### src/rtl/adc_stream_pkg.sv
// Shared states, command bytes and framing constants for the ADC capture streamer.
package adc_stream_pkg;

    typedef enum logic [2:0] {
        S_IDLE   = 3'd0,
        S_ADCRST = 3'd1,
        S_CAL    = 3'd2,
        S_CAP    = 3'd3,
        S_DRAIN  = 3'd4
    } state_t;

    localparam logic [7:0] CMD_START = 8'h53;
    localparam logic [7:0] CMD_ABORT = 8'h41;
    localparam logic [7:0] SYNC0     = 8'hA5;
    localparam logic [7:0] SYNC1     = 8'h5A;

    function automatic int bytes_per_sample(input int n_bit);
        return (n_bit > 8) ? 2 : 1;
    endfunction

endpackage

### src/rtl/adc_sample_fifo.sv
// Synchronous show-ahead FIFO for captured sample words; a flush empties it in one cycle.
module adc_sample_fifo #(
    parameter int W     = 6,
    parameter int DEPTH = 16
) (
    input  logic         clk,
    input  logic         rst,
    input  logic         flush,
    input  logic         push,
    input  logic         pop,
    input  logic [W-1:0] wdata,
    output logic [W-1:0] rdata,
    output logic         full,
    output logic         empty
);
    localparam int AW = $clog2(DEPTH);

    logic [AW:0]  wr_ptr;
    logic [AW:0]  rd_ptr;
    logic [W-1:0] mem [DEPTH];
    logic         do_push;
    logic         do_pop;

    // A pop in the same cycle frees the slot a full-FIFO push needs
    assign do_push = push && (!full || pop);
    assign do_pop  = pop && !empty;

    always_ff @(posedge clk) begin
        if (rst || flush) begin
            wr_ptr <= '0;
            rd_ptr <= '0;
        end else begin
            if (do_push) wr_ptr <= wr_ptr + 1'b1;
            if (do_pop)  rd_ptr <= rd_ptr + 1'b1;
        end
    end

    always_ff @(posedge clk) begin
        if (do_push) mem[wr_ptr[AW-1:0]] <= wdata;
    end

    assign rdata = mem[rd_ptr[AW-1:0]];
    assign empty = (wr_ptr == rd_ptr);
    assign full  = (wr_ptr[AW] != rd_ptr[AW]) && (wr_ptr[AW-1:0] == rd_ptr[AW-1:0]);

endmodule

### src/rtl/adc_capture_streamer.sv
// ADC reset/calibrate/capture sequencer streaming samples byte-wise to a UART transmitter.
// Optional framing (sync header + XOR checksum) is enabled by defining ADC_STREAM_FRAME_EN.
module adc_capture_streamer
    import adc_stream_pkg::*;
#(
    parameter int N_BIT       = 6,
    parameter int N_CH        = 1,
    parameter int NUM_SAMPLED = 102400,
    parameter int FIFO_DEPTH  = 16,
    parameter int RST_CYC     = 16,
    parameter int CAL_CYC     = 1024
) (
    input  logic                  clk,
    input  logic                  rst,
    input  logic                  rx_vld,
    input  logic [7:0]            rx_data,
    input  logic                  tx_rdy,
    output logic                  tx_wreq,
    output logic [7:0]            tx_wdata,
    input  logic                  adc_ack,
    input  logic [N_CH*N_BIT-1:0] adc_dout,
    output logic                  rstn_adc,
    output logic                  calib_ena,
    output logic                  adc_ena,
    output logic                  busy,
    output logic                  ovf,
    output logic [2:0]            state_o,
    output logic [17:0]           cnt_sent
);
    localparam int W      = N_CH * N_BIT;
    localparam int BPS    = bytes_per_sample(N_BIT);
    localparam int NBYTES = N_CH * BPS;
    localparam int SW     = $clog2(NUM_SAMPLED + 1);
    localparam int CMAX   = (RST_CYC > CAL_CYC) ? RST_CYC : CAL_CYC;
    localparam int CW     = $clog2(CMAX + 1);
    localparam logic [3:0]    LAST_IDX = 4'(NBYTES - 1);
    localparam logic [SW-1:0] LAST_SMP = SW'(NUM_SAMPLED - 1);
    localparam logic [CW-1:0] RST_LAST = CW'(RST_CYC - 1);
    localparam logic [CW-1:0] CAL_LAST = CW'(CAL_CYC - 1);

    state_t        state;
    logic          ack_p0, ack_p1;
    logic [W-1:0]  dout_p0;
    logic [CW-1:0] cyc_cnt;
    logic [SW-1:0] smp_cnt;
    logic          ser_busy;
    logic [3:0]    ser_idx;
    logic [W-1:0]  ser_word;
    logic [W-1:0]  fifo_rdata;
    logic          fifo_full, fifo_empty, fifo_push, fifo_pop;
    logic          cmd_start, cmd_abort, streaming, can_issue, edge_cap;
    logic          issue_sample, hdr_idle, frame_done, drain_done;
    logic [W-1:0]  src_word;
    logic [3:0]    src_idx;
    logic [7:0]    sample_byte;

    // Byte idx of a word: channel idx/BPS, LSB byte first, zero-extended to 16 bits
    function automatic logic [7:0] pick_byte(input logic [W-1:0] w, input logic [3:0] idx);
        logic [15:0] s;
        int ch;
        int b;
        ch = int'(idx) / BPS;
        b  = int'(idx) % BPS;
        s  = '0;
        s[N_BIT-1:0] = w[ch*N_BIT +: N_BIT];
        return (b == 1) ? s[15:8] : s[7:0];
    endfunction

    assign cmd_start = rx_vld && (rx_data == CMD_START) && (state == S_IDLE);
    assign cmd_abort = rx_vld && (rx_data == CMD_ABORT);
    assign streaming = (state == S_CAP) || (state == S_DRAIN);
    // uart_tx needs a cycle to drop tx_rdy, so never issue back-to-back
    assign can_issue = streaming && tx_rdy && !tx_wreq && !cmd_abort;

    // p1: rising edge of the registered ack, sample word already held in dout_p0
    assign edge_cap = ack_p0 && !ack_p1 && (state == S_CAP) && !cmd_abort;

    assign src_word     = ser_busy ? ser_word : fifo_rdata;
    assign src_idx      = ser_busy ? ser_idx : 4'd0;
    assign sample_byte  = pick_byte(src_word, src_idx);
    assign issue_sample = can_issue && hdr_idle && (ser_busy || !fifo_empty);
    assign fifo_pop     = issue_sample && !ser_busy;
    assign fifo_push    = edge_cap && (!fifo_full || fifo_pop);
    assign drain_done   = (state == S_DRAIN) && fifo_empty && !ser_busy && frame_done;

`ifdef ADC_STREAM_FRAME_EN
    logic [1:0] hdr_left;
    logic       csum_sent;
    logic [7:0] csum;
    logic       issue_hdr, issue_csum;

    assign hdr_idle   = (hdr_left == 2'd0);
    assign frame_done = hdr_idle && csum_sent;
    assign issue_hdr  = can_issue && !hdr_idle;
    assign issue_csum = can_issue && hdr_idle && !csum_sent && (state == S_DRAIN)
                        && fifo_empty && !ser_busy;
`else
    assign hdr_idle   = 1'b1;
    assign frame_done = 1'b1;
`endif

    adc_sample_fifo #(.W(W), .DEPTH(FIFO_DEPTH)) u_fifo (
        .clk   (clk),
        .rst   (rst),
        .flush (cmd_abort),
        .push  (fifo_push),
        .pop   (fifo_pop),
        .wdata (dout_p0),
        .rdata (fifo_rdata),
        .full  (fifo_full),
        .empty (fifo_empty)
    );

    // p0: capture ack level and data in the same cycle
    always_ff @(posedge clk) begin
        dout_p0 <= adc_dout;
        if (fifo_pop) ser_word <= fifo_rdata;
    end

    always_ff @(posedge clk) begin
        if (rst) begin
            state     <= S_IDLE;
            rstn_adc  <= 1'b1;
            calib_ena <= 1'b0;
            adc_ena   <= 1'b0;
            ovf       <= 1'b0;
            cnt_sent  <= '0;
            tx_wreq   <= 1'b0;
            tx_wdata  <= '0;
            cyc_cnt   <= '0;
            smp_cnt   <= '0;
            ser_busy  <= 1'b0;
            ser_idx   <= '0;
            ack_p0    <= 1'b0;
            ack_p1    <= 1'b0;
`ifdef ADC_STREAM_FRAME_EN
            hdr_left  <= '0;
            csum_sent <= 1'b0;
            csum      <= '0;
`endif
        end else begin
            ack_p0  <= adc_ack;
            ack_p1  <= ack_p0;
            tx_wreq <= 1'b0;
            if (cmd_abort) begin
                state     <= S_IDLE;
                rstn_adc  <= 1'b1;
                calib_ena <= 1'b0;
                adc_ena   <= 1'b0;
                ser_busy  <= 1'b0;
                ser_idx   <= '0;
`ifdef ADC_STREAM_FRAME_EN
                hdr_left  <= '0;
`endif
            end else begin
                case (state)
                    S_IDLE: if (cmd_start) begin
                        state    <= S_ADCRST;
                        rstn_adc <= 1'b0;
                        cyc_cnt  <= '0;
                        smp_cnt  <= '0;
                        ovf      <= 1'b0;
                        cnt_sent <= '0;
`ifdef ADC_STREAM_FRAME_EN
                        hdr_left  <= 2'd2;
                        csum_sent <= 1'b0;
                        csum      <= '0;
`endif
                    end
                    S_ADCRST: if (cyc_cnt == RST_LAST) begin
                        state     <= S_CAL;
                        rstn_adc  <= 1'b1;
                        calib_ena <= 1'b1;
                        cyc_cnt   <= '0;
                    end else begin
                        cyc_cnt <= cyc_cnt + 1'b1;
                    end
                    S_CAL: if (cyc_cnt == CAL_LAST) begin
                        state     <= S_CAP;
                        calib_ena <= 1'b0;
                        adc_ena   <= 1'b1;
                        cyc_cnt   <= '0;
                    end else begin
                        cyc_cnt <= cyc_cnt + 1'b1;
                    end
                    S_CAP: if (edge_cap) begin
                        if (fifo_full && !fifo_pop) ovf <= 1'b1;
                        if (smp_cnt == LAST_SMP) begin
                            state   <= S_DRAIN;
                            adc_ena <= 1'b0;
                        end else begin
                            smp_cnt <= smp_cnt + 1'b1;
                        end
                    end
                    S_DRAIN: if (drain_done) state <= S_IDLE;
                    default: state <= S_IDLE;
                endcase
            end

            // p2: byte issue towards uart_tx
            if (issue_sample) begin
                tx_wreq  <= 1'b1;
                tx_wdata <= sample_byte;
                if (src_idx == LAST_IDX) begin
                    ser_busy <= 1'b0;
                    ser_idx  <= '0;
                    if (cnt_sent != 18'h3FFFF) cnt_sent <= cnt_sent + 18'd1;
                end else begin
                    ser_busy <= 1'b1;
                    ser_idx  <= src_idx + 4'd1;
                end
            end
`ifdef ADC_STREAM_FRAME_EN
            if (issue_sample) csum <= csum ^ sample_byte;
            if (issue_hdr) begin
                tx_wreq  <= 1'b1;
                tx_wdata <= (hdr_left == 2'd2) ? SYNC0 : SYNC1;
                hdr_left <= hdr_left - 2'd1;
            end
            if (issue_csum) begin
                tx_wreq   <= 1'b1;
                tx_wdata  <= csum;
                csum_sent <= 1'b1;
            end
`endif
        end
    end

    assign busy    = (state != S_IDLE);
    assign state_o = state;

endmodule
### config.mk
export PLATFORM = sky130hd
export DESIGN_NAME = adc_capture_streamer
export DESIGN_NICKNAME = d
export VERILOG_FILES = /design/src/rtl/adc_stream_pkg.sv /design/src/rtl/adc_sample_fifo.sv /design/src/rtl/adc_capture_streamer.sv
export SDC_FILE = /design/constraint.sdc
export NUM_CORES = 1
export LEC_CHECK = 0
export BUFFER_PORTS_ARGS = -buffer_cell sky130_fd_sc_hd__buf_2
export CAP_MARGIN = 20
export CORE_ASPECT_RATIO = 1.25
export CORE_MARGIN = 2
export CORE_UTILIZATION = 45
export DETAILED_ROUTE_END_ITERATION = 10
export PLACE_DENSITY = 0.72
export SLEW_MARGIN = 10
export SYNTH_ARGS = -nofsm -noshare
export SYNTH_HDL_FRONTEND = slang
export SYNTH_SLANG_ARGS = --single-unit
### constraint.sdc
create_clock -name clk -period 3.35 [get_ports clk]
set_input_delay 0.335 -clock clk [delete_from_list [all_inputs] [get_ports clk]]
set_output_delay 0.335 -clock clk [all_outputs]
set_load 0.01 [all_outputs]
After elaboration in Yosys (flattened, before gate mapping) --
Memories as Yosys holds them, arrays and structs flattened. A register that Yosys moved wholly into a read port is not among the register bits. Index checks and enable logic that the tools add are counted.
Storage, ports and cells: RAM bits 96, word-level logic and storage cells 141, memories 1, input bits 19, bits in registers 89, output and inout port bits 35
Memories:
- u_fifo.mem | words 16, bits a word 6, rd ports 1, clocked after memory_dff 1, write ports 1, line adc_sample_fifo.sv:20 | logic [W-1:0] mem [DEPTH];
Operators by class: muxes and demuxes 46, bitwise logic cells 1, shifts and indexed selects 1, reduce and logical (&&, ||, !) cells 46, $add $sub $neg 6, multipliers 1, equality and inequality tests 21
Operators with widths (number):
- two-way mux 18 bit | 6
- two-way mux 17 bit | 3
- case mux 17 bit (2 select lines) | 1
- two-way mux 11 bit | 3
- case mux 11 bit (3 select lines) | 1
- two-way mux 4 bit | 6
- adder 18 x 1 -> 18 bit, second input constant | 1
- logical AND 1 bit | 18
- two-way mux 3 bit | 6
- inequality test 18 bit, second input constant | 1
- adder 17 x 1 -> 17 bit, second input constant | 1
- == test 17 bit, second input constant | 1
- == test 8 x 7 -> 1 bit, second input constant | 2
- case mux 3 bit (5 select lines) | 1
- two-way mux 1 bit | 14
- inequality test 2 bit, second input constant | 6
- adder 11 x 1 -> 11 bit, second input constant | 1
- == test 11 x 10 -> 1 bit, second input constant | 1
- == test 11 x 4 -> 1 bit, second input constant | 1
- adder 5 x 1 -> 5 bit, second input constant | 2
- AND reduction 5 bit | 2
- nonzero test 2 bit | 5
- AND reduction 3 bit | 3
- case mux 1 bit (2 select lines) | 4
- 20 further kinds | 32

Logic depth before layout (Yosys ltp) --
Gate-level depths: netlist of the first run.
depth after elaboration 12, gate-level depth with buffers 9, gate-level depth less buffers 7

Modules after synthesis --
A second synthesis of the first run with hierarchy kept.
Second synthesis, totals: cell total of the unflattened synthesis 687, area total of the unflattened synthesis 8618.3 µm²
Modules (own cells, without submodules):
- adc_sample_fifo | area each 4476.8 µm², times used 1, seq. area each 3163.0 µm², cells each 220
- adc_capture_streamer | area each 4141.5 µm², times used 1, seq. area each 1641.6 µm², cells each 467

Least setup slack after synthesis of the first run --
Ideal clock, no wire load.
path type register to register, from register state[1] (netlist: state_o[1]), to memory u_fifo.mem[3][0], enable pin, cell stages (with the launch flop) 8, library setup time 0.377 ns, period minus slack after synthesis 2.527 ns, arrival time 2.150 ns, required time 2.973 ns, path slack 0.823 ns, buffers on the path 2, cells stage by stage dfxtp_1 > buf_2 > or3b_1 > a211oi_1 > o311a_1 > clkbuf_1 > nand2_1 > nor3_1
Between the ends: word-level cells in the longest chain between the ends 12, elaborated cells on any way between the ends 15, those cells by class eq/ne (2); mux (2); reduce/logical (11)
RTL lines:
- start: declaration | line adc_capture_streamer.sv:41 | state_t state;
- start signal: assignment | line adc_capture_streamer.sv:122 | state <= S_IDLE;
- start signal: assignment | line adc_capture_streamer.sv:146 | state <= S_IDLE;
- start signal: assignment | line adc_capture_streamer.sv:158 | state <= S_ADCRST;
- == test 3 x 2 -> 1 bit or == test 3 bit (tied branches) | line adc_capture_streamer.sv:71, adc_capture_streamer.sv:76
- logical OR 1 bit | line adc_capture_streamer.sv:71 | assign streaming = (state == S_CAP) || (state == S_DRAIN);
- logical AND 1 bit (3 in a row) | line adc_capture_streamer.sv:73 | assign can_issue = streaming && tx_rdy && !tx_wreq && !cmd_abort;
- logical AND 1 bit | line adc_capture_streamer.sv:81 | assign issue_sample = can_issue && hdr_idle && (ser_busy || !fifo_empty);
- logical AND 1 bit | line adc_capture_streamer.sv:82 | assign fifo_pop = issue_sample && !ser_busy;
- logical OR 1 bit | line adc_sample_fifo.sv:25, adc_capture_streamer.sv:83
- logical AND 1 bit | line adc_capture_streamer.sv:83 | assign fifo_push = edge_cap && (!fifo_full || fifo_pop);
- logical AND 1 bit (*) | line adc_sample_fifo.sv:25 | assign do_push = push && (!full || pop);
- two-way mux 1 bit (*) | line adc_sample_fifo.sv:39 | if (do_push) mem[wr_ptr[AW-1:0]] <= wdata;
- two-way mux 1 bit (not written as such) (*) | line adc_sample_fifo.sv:39
- end: declaration | line adc_sample_fifo.sv:20
Every way passes the cells marked *; elsewhere a longest branch is shown, timed or not.

Worst setup path in the final report of the first run --
from register state[1] (netlist: state_o[1]), to memory u_fifo.mem[0][5], enable pin
Same word-level chain as after synthesis.

==> results.yml, run 1 <==
timing:
  clock_skew_ns: 0.0123
  fin_crit_sh_pct: 86.0
  hold_viol: 0
  finalMaxSlewViolations: 0
  setup-violations-final: 0
  hold_ws_ns: 0.143
  fmax_ghz: 0.347
  setup_ws_ns: 0.469
  tns_ns: 0
  rsz0062_at_grt: "false"
  maxSlewHeadroom_pct: 41.6
  fin_crit_ns: 2.88
  tightest_slew_ns: 0.870
logic_synthesis:
  netlist_area_mm2: 0.00807
  syn-instance-count: 683
  synth.distinct_cells: 60
  ys_warn_count: 0
  yosys-top-cells-area: "edfxtp_1, dfxtp_1, mux4_2"
  synth_top_cell_by_area: "edfxtp_1"
  netlist.area_leader.share_pct: 37.9
  synth-seq-cells: 189
  yosys_most_used_dff: "edfxtp_1"
  synth_edf_count: 102
  synth-seq-area-share_pct: 59.5
  syn_area_per_cell_um2: 11.8
  postSynth.asyncResetShare_pct: 0
worst_hold_path:
  hold_path.class: "primary input to register"
  min-delay-start: "adc_ack"
  whs_endpoint: "ack_p0"
  hold_depth: 2
grt:
  grt_max_degree: 34
  grt_usage_pct: 18.3
  antenna_found_initial: 0
  grt_pass1_vias: 5528
  overflow: 0
  grt_pass1_wl_um: 26900
finish:
  fillers: 1473
  diodes: 0
  area_growth_pct: 14.0
  nets: 761
  final_layout_size_suffix_gt1_share_pct: 17.2
  fin_cells: 969
die:
  dieArea_mm2: 0.0190
  num_rows: 54
  pin_count: 54
  die_h_um: 154
  die_w_um: 124
  coreArea_mm2: 0.0175
  start_util_pct: 46.1
run:
  maxCapViolCount: 0
routing:
  drc: 0
  firstDrtPassIters: 5
  drt-vias-per-instance: 5.75
  first_iter_violations: 341
  routed_wl_um: 16700
  vias: 5572
  avgRoutedWirePerCell_um: 17.2
  ant_nets: 0
cts:
  clk_pin_slew_ns: 0.08
  cts_made_buffers: 17
  cts-resized-gates: 0
  cts_tree: "built"
  cts_max_level: 4
  clk_latency_ns: 0.44
  clock-sinks: 189
  post_cts_buffers: 0
  cts-root-buf: "clkbuf_16"
  clockBufferDepth: 2
setup_path:
  cp_data_arrival_time_ns: 2.94
  r2r-start: "state_o[1]"
  crit_slowest_cell: "nor3_1"
  slowest_delay_ns: 0.70
  required_ns: 3.41
  crit_buf_inv: 0
  worstRegToRegCells: 5
  cp_max_fo: 11
  r2r-end: "u_fifo.mem[0][5]"
  rrSetupSlack_ns: 0.47
  cp-start-kind: "register"
  path_delay_family: "simple AND/OR/NAND/NOR gates"
  critPathCaptureType: "register"
  criticalPathCategory: "register to register"
  path_cells: "nand3b_1, nor3b_1, o311a_1, nand2_1, nor3_1"
pwr:
  power.total_w: 0.00464
  vdd_drop_max_mv: 0.413
  cellLeakagePower_nw: 3.05
  powerDensity_mw_per_mm2: 504
run_status:
  status: "completed"
placement:
  place_ws_ns: 0.530
  port_buffers: 51
  place_hpwl_um: 11700
  place_congestion: 0.841
  dp.cells: 931
==> synth_stat cells (4+ instances only) <==
library cell / number
nand4_1: 20
and4_1: 5
a21o_1: 4
o31ai_1: 10
ha_1: 10
nand2_1: 59
inv_1: 13
xor2_1: 11
edfxtp_1: 102
nand2b_1: 6
nor2b_1: 6
a22oi_1: 18
or4_1: 8
nor2_1: 51
nor4_1: 7
o21ai_0: 22
and2_1: 8
nor3_1: 14
xnor2_1: 13
clkbuf_1: 23
a21oi_1: 50
dfxtp_1: 87
mux4_2: 24
nand3_1: 31
buf_1: 4
and3_1: 9
or3_1: 17
==> layout by cell type (no fill, tap or decap), types with 3 or more instances in the layout <==
cell type | synthesis | routed
nor4_1 | 7 | 7
nor2b_1 | 6 | 6
dfxtp_1 | 87 | 87
nand2b_1 | 6 | 6
and2_1 | 8 | 8
mux4_2 | 24 | 24
dlygate4sd3_1 | 0 | 6
or4_1 | 8 | 8
a22oi_1 | 18 | 18
or3_1 | 17 | 17
nand3_1 | 31 | 31
edfxtp_1 | 102 | 102
xnor2_1 | 13 | 13
a31o_2 | 3 | 3
nand2_1 | 59 | 59
a21o_1 | 4 | 4
a21oi_1 | 50 | 50
clkinv_8 | 0 | 5
xor2_1 | 11 | 11
nor2_1 | 51 | 51
o21ai_0 | 22 | 22
nand4_1 | 20 | 20
clkbuf_16 | 0 | 17
inv_1 | 13 | 13
buf_2 | 3 | 51
inv_6 | 0 | 3
and3_1 | 9 | 9
and4_1 | 5 | 5
a211oi_1 | 3 | 3
ha_1 | 10 | 10
o31ai_1 | 10 | 10
buf_4 | 2 | 6
or3b_2 | 3 | 3
inv_8 | 0 | 5
or2_2 | 3 | 3
nor3_1 | 14 | 14
==> how the worst max path moves through the flow <==
stage / depth (start not counted) / endpoint / start
floorplan: 7 / u_fifo.mem[3][0] / state_o[1]
global placement: 7 / smp_cnt[13] / rx_data[3]
detailed placement: 5 / u_fifo.mem[0][5] / state_o[0]
CTS: 5 / u_fifo.mem[0][5] / state_o[0]
global route: 5 / u_fifo.mem[3][3] / state_o[1]
finish: 5 / u_fifo.mem[0][5] / state_o[1]
==> metrics by stage <==
stage               cell area, µm²  utilization [%]
finish                        9200             52.6
global route                  9200             52.6
CTS                           9200             52.6
detailed placement            8520             48.7
global placement              8520             48.7
floorplan                     8080                -
==> cell families after synthesis <==
family	after synthesis	share of synthesized area, %
compound gates	130	10.4
flops	189	59.5
mux	26	6.96
fa+ha+maj	10	1.55
buf+inv	47	2.51
xor+xnor	24	2.60
other cells	1	0.0465
simple gates	256	16.4
==> cell type report <==
| type | count | area, µm² | area share [%] |
|---|---|---|---|
| Timing Repair Buffer | 63 | 360 | 3.92 |
| Clock buffer | 17 | 425 | 4.62 |
| Tap cell | 224 | 280 | 3.05 |
| Sequential cell | 189 | 4800 | 52.2 |
| Clock inverter | 15 | 201 | 2.19 |
| Multi-Input combinational cell | 448 | 3080 | 33.5 |
| Inverter | 13 | 48.8 | 0.530 |
==> flip-flops by register name, summed over array words and instances (netlist names), named ones only <==
register,cells
u_fifo.rd_ptr,5
ack_p0,1
dout_p0,6
ser_word,6
ack_p1,1
ser_busy,1
ovf,1
ser_idx,4
tx_wreq,1
u_fifo.mem,96
state_o,3
tx_wdata,6
cyc_cnt,11
calib_ena,1
smp_cnt,17
adc_ena,1
cnt_sent,18
rstn_adc,1
u_fifo.wr_ptr,5
==> repair_timing <==
item,4_1_cts,5_1_grt
hold buffers,6,0
endpoints found under the setup margin,0,0
endpoints found under the hold margin,6,0
==> report_power, final <==
group	internal (W)	switching [W]	total, W
clock	0.00109	0.000976	0.00206
sequential	0.00244	0.0000262	0.00247
combinational	0.0000397	0.0000634	0.000103
total	0.00357	0.00107	0.00464
==> layer usage <==
layer / up-vias / routed length [µm] / global-route usage, %
met5: - / 0 / 0
met4: 0 / 266 / 6.55
met3: 21 / 812 / 3.38
met2: 172 / 8910 / 33.5
met1: 2702 / 6700 / 20.8
li1: 2677 / - / -
Power figures use the tool's default switching activity.
==> run 2: changes to the inputs <==
GPL_TIMING_DRIVEN = 0   (was default)
==> run 2 against run 1 <==
  * Combinational power increased by 17%
  * Highest routed layer unchanged
  * Routed wire length is 0.82% lower
  * Global-route usage decreased by 0.087 points
  * Largest cell class unchanged
  * First-iteration DRC count shrank 3.8%
  * Sequential power about the same
==> results.yml, run 2 (synthesis results as in run 1) <==
run:
  maxCapViolCount: 0
grt:
  overflow: 0
  grt_pass1_wl_um: 26900
  grt_pass1_vias: 5458
  antenna_found_initial: 0
  grt_max_degree: 19
  grt_usage_pct: 18.2
pwr:
  powerDensity_mw_per_mm2: 488
  vdd_drop_max_mv: 0.370
  cellLeakagePower_nw: 3.07
worst_hold_path:
  whs_endpoint: "ack_p0"
  hold_path.class: "primary input to register"
  min-delay-start: "adc_ack"
  hold_depth: 2
routing:
  vias: 5646
  drt-vias-per-instance: 5.66
  first_iter_violations: 328
  avgRoutedWirePerCell_um: 16.6
  ant_nets: 0
  firstDrtPassIters: 5
  drc: 0
  routed_wl_um: 16600
setup_path:
  required_ns: 3.42
  path_cells: "buf_2, nand3b_1, nor3b_1, o311a_1, clkbuf_1, nand2_1, nor3_1"
  worstRegToRegCells: 7
  crit_slowest_cell: "nor3_1"
  cp_max_fo: 10
  cp-start-kind: "register"
  r2r-start: "state_o[1]"
  slowest_delay_ns: 0.67
  rrSetupSlack_ns: 0.27
  critPathCaptureType: "register"
  cp_data_arrival_time_ns: 3.15
  r2r-end: "u_fifo.mem[0][5]"
  criticalPathCategory: "register to register"
timing:
  finalMaxSlewViolations: 0
  fin_crit_ns: 3.08
  tightest_slew_ns: 0.851
  hold_ws_ns: 0.158
  setup-violations-final: 0
  fmax_ghz: 0.325
  hold_viol: 0
  clock_skew_ns: 0.0130
  rsz0062_at_grt: "false"
  setup_ws_ns: 0.270
  tns_ns: 0
  fin_crit_sh_pct: 91.9
  maxSlewHeadroom_pct: 42.9
die:
  num_rows: 54
  die_h_um: 154
  pin_count: 54
  dieArea_mm2: 0.0190
  coreArea_mm2: 0.0175
  start_util_pct: 46.1
  die_w_um: 124
finish:
  final_cell_mix: "edfxtp_1, dfxtp_1, nand2_1, buf_2, nor2_1"
  layout_commonest_cell: "edfxtp_1"
  diodes: 0
  nets: 789
  final_layout_size_suffix_gt1_share_pct: 16.9
  area_growth_pct: 14.6
  largest_register_ffs: 96
  postLayoutCellArea_mm2: 0.00925
  fillers: 1517
  fin_cells: 997
cts:
  cts_max_level: 4
  clock-sinks: 189
  clockBufferDepth: 2
  cts-root-buf: "clkbuf_16"
  post_cts_buffers: 0
  clk_latency_ns: 0.44
  clk_pin_slew_ns: 0.07
  cts_tree: "built"
  cts_made_buffers: 17
placement:
  place_congestion: 0.809
  port_buffers: 51
  placement.cell_area_mm2: 0.00861
  place_hpwl_um: 11900
  place_ws_ns: 0.161
  dp.cells: 959
run_status:
  status: "completed"
[run 2: worst max-delay path, delay by kind of cell (launching register included)]
kind                   cells  cell delay (ns)
AND/OR/NAND/NOR            4             1.59
AO/OA/AOI/OAI              1             0.27
buffers and inverters      2             0.53
flip-flops                 1             0.33
[run 2: layout make-up]
cell class	count	area (µm²)	share of cell area, %
Buffer	34	154	1.66
Clock buffer	19	443	4.79
Clock inverter	13	120	1.30
Inverter	13	48.8	0.528
Multi-Input combinational cell	448	3080	33.3
Sequential cell	189	4800	51.9
Tap cell	224	280	3.03
Timing Repair Buffer	57	315	3.41
[run 2: worst max-delay path by stage]
stage | startpoint | to | slack (ns) | cells past startpoint
6_report | state_o[1] | u_fifo.mem[0][5] | 0.27 | 7
5_1_grt | state_o[1] | u_fifo.mem[0][5] | 0.04 | 7
4_1_cts | state_o[1] | u_fifo.mem[3][5] | 0.13 | 7
3_5_place_dp | state_o[1] | u_fifo.mem[3][4] | 0.16 | 7
3_3_place_gp | state_o[1] | u_fifo.mem[3][4] | 0.28 | 7
2_1_floorplan | state_o[1] | u_fifo.mem[3][0] | 0.82 | 7
[run 2: power breakdown]
group	total, W	switching, W	internal [W]
combinational	0.000121	0.0000726	0.0000480
clock	0.00192	0.000921	0.00100
sequential	0.00247	0.0000220	0.00244
[run 2: repair_timing]
action,in CTS,in global routing
resized for setup,0,3
endpoints found under the hold margin,6,0
hold buffers,6,0
endpoints found under the setup margin,0,18
[run 2: routing by layer]
| layer | global-route usage, % | part of all wire, % | vias up |
|---|---|---|---|
| li1 | - | - | 2744 |
| met1 | 21.5 | 42 | 2722 |
| met2 | 32.3 | 51 | 158 |
| met3 | 3.60 | 5.0 | 22 |
| met4 | 6.71 | 1.7 | 0 |
| met5 | 0 | 0 | - |
[run 2: metrics by stage]
stage	total power, W	utilization, %
after global placement	0.00263	49.2
after global routing	0.00466	52.9
after detailed placement	0.00263	49.2
after floorplan	0.00258	-
after CTS	0.00455	52.8
final	0.00451	52.9
